[config.mk]
export PLATFORM = sky130hd
export DESIGN_NAME = ps2_rx_filtered
export DESIGN_NICKNAME = d
export VERILOG_FILES = /design/src/rtl/ps2_rx_filtered.sv
export SDC_FILE = /design/constraint.sdc
export NUM_CORES = 1
export LEC_CHECK = 0
export BUFFER_PORTS_ARGS = -buffer_cell sky130_fd_sc_hd__buf_2
export CORE_ASPECT_RATIO = 1.2
export CORE_UTILIZATION = 52
export DETAILED_ROUTE_END_ITERATION = 8
export PLACE_DENSITY = 0.72
export SYNTH_ARGS = -nofsm -noshare
export SYNTH_HDL_FRONTEND = slang
export SYNTH_SLANG_ARGS = --single-unit
[constraint.sdc]
create_clock -name CLOCK -period 5.3 [get_ports CLOCK]
set_input_delay 0.53 -clock CLOCK [delete_from_list [all_inputs] [get_ports CLOCK]]
set_output_delay 0.53 -clock CLOCK [all_outputs]
set_load 0.1 [all_outputs]
[src/rtl/ps2_rx_filtered.sv]
// ps2_rx_filtered: oversampled PS/2 receiver with glitch filters, parity/stop check, timeout and valid/ready output
module ps2_rx_filtered #(
    parameter int DP_size     = 8,
    parameter int PARITY_MODE = 1,
    parameter int FILTER_LEN  = 4,
    parameter int TIMEOUT_CYC = 100000
) (
    input  logic               CLOCK,
    input  logic               RESET,
    input  logic               SCL,
    input  logic               SDA,
    input  logic               RX_READY,
    output logic [DP_size-1:0] RX_DATA,
    output logic               DATA_VALID,
    output logic               PARITY_ERR,
    output logic               FRAME_ERR,
    output logic               TIMEOUT_ERR,
    output logic               OVERRUN,
    output logic               BUSY
);
    localparam int FW = FILTER_LEN > 1 ? $clog2(FILTER_LEN) : 1;
    localparam int BW = $clog2(DP_size + 1);
    localparam int TW = $clog2(TIMEOUT_CYC);

    typedef enum logic [1:0] {IDLE, DATA, PARITY, STOP} state_t;
    state_t state, state_nx;

    logic [1:0]         sync1, sync2, filt;
    logic               scl_prev, scl_fall, sda_bit, timeout, frame_done, par_ok, frame_ok, commit;
    logic               par_acc;
    logic [BW-1:0]      bit_cnt;
    logic [TW-1:0]      to_cnt;
    logic [DP_size-1:0] shift;

    always_ff @(posedge CLOCK)
        if (RESET) begin
            sync1 <= '1;
            sync2 <= '1;
        end else begin
            sync1 <= {SDA, SCL};
            sync2 <= sync1;
        end

    // bit 0 = SCL, bit 1 = SDA; a level is accepted only after FILTER_LEN consecutive differing samples
    for (genvar i = 0; i < 2; i++) begin : g_filt
        logic [FW-1:0] cnt;
        logic          lvl;
        always_ff @(posedge CLOCK)
            if (RESET) begin
                cnt <= '0;
                lvl <= 1'b1;
            end else if (sync2[i] == lvl) begin
                cnt <= '0;
            end else if (cnt == FW'(FILTER_LEN - 1)) begin
                lvl <= sync2[i];
                cnt <= '0;
            end else begin
                cnt <= cnt + 1'b1;
            end
        assign filt[i] = lvl;
    end

    always_comb begin
        scl_fall   = scl_prev & ~filt[0];
        sda_bit    = filt[1];
        timeout    = (state != IDLE) && (to_cnt == TW'(TIMEOUT_CYC - 1));
        frame_done = scl_fall && (state == STOP) && !timeout;
        par_ok     = PARITY_MODE == 0 ? 1'b1 : (PARITY_MODE == 1 ? par_acc : ~par_acc);
        frame_ok   = sda_bit && par_ok;
        commit     = frame_done && frame_ok && (!DATA_VALID || RX_READY);
    end

    always_ff @(posedge CLOCK)
        if (RESET) state <= IDLE;
        else       state <= state_nx;

    always_comb begin
        state_nx = state;
        if (timeout)
            state_nx = IDLE;
        else if (scl_fall)
            case (state)
                IDLE:    state_nx = sda_bit ? IDLE : DATA;
                DATA:    state_nx = bit_cnt == BW'(DP_size - 1) ? (PARITY_MODE != 0 ? PARITY : STOP) : DATA;
                PARITY:  state_nx = STOP;
                default: state_nx = IDLE;
            endcase
    end

    always_comb begin
        BUSY        = state != IDLE;
        TIMEOUT_ERR = timeout;
    end

    // par_acc folds in every data bit and the parity bit, so odd parity is satisfied when it ends at 1
    always_ff @(posedge CLOCK)
        if (RESET) begin
            scl_prev <= 1'b1;
            to_cnt   <= '0;
            bit_cnt  <= '0;
            par_acc  <= 1'b0;
            shift    <= '0;
        end else begin
            scl_prev <= filt[0];
            to_cnt   <= (state == IDLE || scl_fall) ? '0 : (to_cnt == '1 ? to_cnt : to_cnt + 1'b1);
            if (scl_fall)
                case (state)
                    IDLE: begin
                        bit_cnt <= '0;
                        par_acc <= 1'b0;
                        shift   <= '0;
                    end
                    DATA: begin
                        shift   <= shift | (DP_size'(sda_bit) << bit_cnt);
                        bit_cnt <= bit_cnt + 1'b1;
                        par_acc <= par_acc ^ sda_bit;
                    end
                    PARITY:  par_acc <= par_acc ^ sda_bit;
                    default: ;
                endcase
        end

    always_ff @(posedge CLOCK)
        if (RESET) begin
            RX_DATA    <= '0;
            DATA_VALID <= 1'b0;
            PARITY_ERR <= 1'b0;
            FRAME_ERR  <= 1'b0;
            OVERRUN    <= 1'b0;
        end else begin
            PARITY_ERR <= frame_done && !par_ok;
            FRAME_ERR  <= frame_done && !sda_bit;
            OVERRUN    <= frame_done && frame_ok && DATA_VALID && !RX_READY;
            if (commit) begin
                RX_DATA    <= shift;
                DATA_VALID <= 1'b1;
            end else if (RX_READY) begin
                DATA_VALID <= 1'b0;
            end
        end
endmodule

==> run metrics <==
peak supply drop 0.000202 V; H-tree lvl count 2; total core area 0.00429 mm2; crit path DAT ~2.7 ns; clock power share 0.400; Yosys Warn Count 0; share of synthesized flip-flops with an asynchronous set or reset 0; Clk Latency, worst-skew pair 0.30 ns; final setup fails 0; die footprint 0.00482 mm2; post-synthesis sequential area ratio 0.466; antenna diode instance count 0; Setup WS pre-CTS 2.42 ns; Initial DRC Count 67; CP peak stage delay 0.51 ns; # DRC 0; Clock Tree Buf Depth 2; vias in the first global route 1602; RSZ-0062 raised after global routing false; die width 63.5 um; 1st-pass router iterations 4; Rows 26; CP Class reg2out; Internal Power about 0.57 mW; GP Congestion 0.813; HPWL after DPL 3.01 mm; cells after synthesis 260; clk_skew approximately 0.0035 ns; CP startpoint kind flip-flop; critical-path maximum fanout 5; Layout Nets 292; Post-CTS Setup Inserts 0; clock root buffer clkbuf_8; switching share of power 0.193; Antenna Nets Post-Route 0; wire length per cell 12.5 um; vias per cell 5.40; Num CTS Buffers 5; worst hold path type in2reg; PostCTS Resize Cnt 0; layout cells sized above 1 0.126; slowest cell on the critical path or4_4; routed vias ~1800; hold_buf cts 0; P_leak 0.972 nW; Critical Path RT 4.77 ns; post-synthesis cell area 0.00236 mm2; min cycle time layout 3.22 ns; Total Neg Setup Slack 0 ns; fin crit share 0.607; part of the power in registers 0.587; library cells used by synthesis 44; syn_nets 276; clk sink count 55; GR Overflow Total 0; initial antenna violation count 0; status completed; Max Clock Freq 0.311 GHz; CTS tree built; Post-synth EDFFs 0; first-pass GRT wire length 6.98 mm; Worst Max-Slew Pin Slew around 1.0 ns; Synth-to-Final Area Change 10.0%; PortBufs 18; Crit path buffers/inverters 2; filler cell count between 400 and 500; largest net degree at the start of global routing 22; Post-Route WL 4.16 mm; Starting Density 0.550; Placed Area 0.00248 mm2; Psw 0.137 mW; Top delay family on crit path simple AND/OR/NAND/NOR gates; Logic pwr share 0.013; worst path cell trace inv_1 > ha_1 > or4b_1 > or4_4 > nor2_1 > buf_2; Worst-path clk slew 0.09 ns; max-cap viol count 0; Mean Syn Cell Area 9.09 um2; pwr dens approximately 270 mW/mm2; overall routing resource usage 0.188; final slew viol count 0; Worst setup EP type primary output; Hold Fails Final Rpt 0; PnR worst setup slack 2.08 ns; Main synth FF type dfxtp_1; fin area approximately 0.0026 mm2; Die H 75.8 um; register bit total from synthesis 55; Ports 19; Rel. slew slack 0.295
[layout by cell type (no fill, tap or decap), types with 2 or more instances in the layout]
master and instances:
a31oi_1 2, nand2_1 29, nor4b_1 2, or3_1 8, or2_2 5, inv_1 8, a21oi_1 16, nor2_1 31
nor3_1 3, o21ai_0 9, nand3_1 5, ha_1 11, buf_2 18, nor2b_1 3, or4_1 4, mux2i_1 11
nand3b_1 6, dfxtp_1 55, nor4_1 4, nand4_1 2, nand2b_1 2, clkbuf_8 6, and2_1 2, xor2_1 5
o31ai_1 4, xnor2_1 6
[kinds of logic (layout without fill, tap and decap cells)]
kind of cell,Yosys count,in the layout,share of synthesized area
adders and majority gates,11,11,0.0583
and+or+nand+nor,116,116,0.257
AOI/OAI and AO/OA,39,39,0.101
DFF,55,55,0.466
xor gates and xnor gates,11,11,0.0408
muxes,11,11,0.0466
buffers and inverters,17,34,0.0302
[through the flow]
step,hold WS [ns],power (mW),util,std cells
global placement,0.392,0.435,0.578,325
detailed placement,0.393,0.435,0.578,325
CTS,0.391,0.718,0.605,333
floorplan,0.389,0.432,-,260
finish,0.398,0.708,0.605,333
global route,0.403,0.733,0.605,333
[state kept, by name, summed over array words and instances, names as in the netlist]
name        count
scl_prev        1
sync2           2
g_filt.lvl      2
FRAME_ERR       1
par_acc         1
state           2
OVERRUN         1
shift           8
bit_cnt         4
PARITY_ERR      1
RX_DATA         8
g_filt.cnt      4
sync1           2
DATA_VALID      1
to_cnt         17
[worst paths after layout]
kind	from	endpoint	slack [ns]	cells after the start
min reg2reg	sync1[0]$_SDFF_PP1_	sync2[0]$_SDFF_PP1_	0.41	1
max	state[0]$_SDFFE_PP0N_	TIMEOUT_ERR	2.08	6
max reg2reg	to_cnt[2]$_SDFFE_PP0P_	to_cnt[7]$_SDFFE_PP0P_	2.70	8
min	SDA	sync1[1]$_SDFF_PP1_	0.40	2
[power by group through the flow]
stage               sequential [mW]  combinational, mW  clock [mW]
finish                        0.415            0.00931       0.283
CTS                           0.416            0.00945       0.293
floorplan                     0.425            0.00657           0
detailed placement            0.425            0.00953           0
global placement              0.425            0.00938           0
global route                  0.416             0.0108       0.307
[per-layer routing]
| layer | global-route usage | part of all wire |
|---|---|---|
| met1 | 0.211 | 0.47 |
| met2 | 0.352 | 0.50 |
| met4 | 0.0606 | 0.0096 |
| met5 | 0 | 0 |
| met3 | 0.0449 | 0.023 |
[cell usage after synthesis (2+ instances only)]
cell type | count | area (um2)
nor2b_1 | 3 | 18.8
o31ai_1 | 4 | 30.0
clkbuf_1 | 8 | 30.0
or4_1 | 4 | 30.0
nand3_1 | 5 | 25.0
mux2i_1 | 11 | 110
inv_1 | 8 | 30.0
or2_2 | 5 | 31.3
xor2_1 | 5 | 43.8
or3_1 | 8 | 50.1
and2_1 | 2 | 12.5
dfxtp_1 | 55 | 1100
nor2_1 | 31 | 116
ha_1 | 11 | 138
nand2_1 | 29 | 109
a31oi_1 | 2 | 12.5
xnor2_1 | 6 | 52.6
nor4b_1 | 2 | 17.5
nand3b_1 | 6 | 45.0
o21ai_0 | 9 | 45.0
a21oi_1 | 16 | 80.1
nor3_1 | 3 | 15.0
nor4_1 | 4 | 25.0
nand4_1 | 2 | 12.5
nand2b_1 | 2 | 12.5
[cell type report]
type / instances / area (um2) / share of cell area
clock buffers: 6 / 82.6 / 0.0318
clock inverters: 2 / 35.0 / 0.0135
inverters: 8 / 30.0 / 0.0116
multi-input cells: 188 / 1190 / 0.458
flip-flops and latches: 55 / 1100 / 0.424
well taps: 56 / 70.1 / 0.0270
repair buffers: 18 / 90.1 / 0.0347
(Power assumes the default switching activity.)
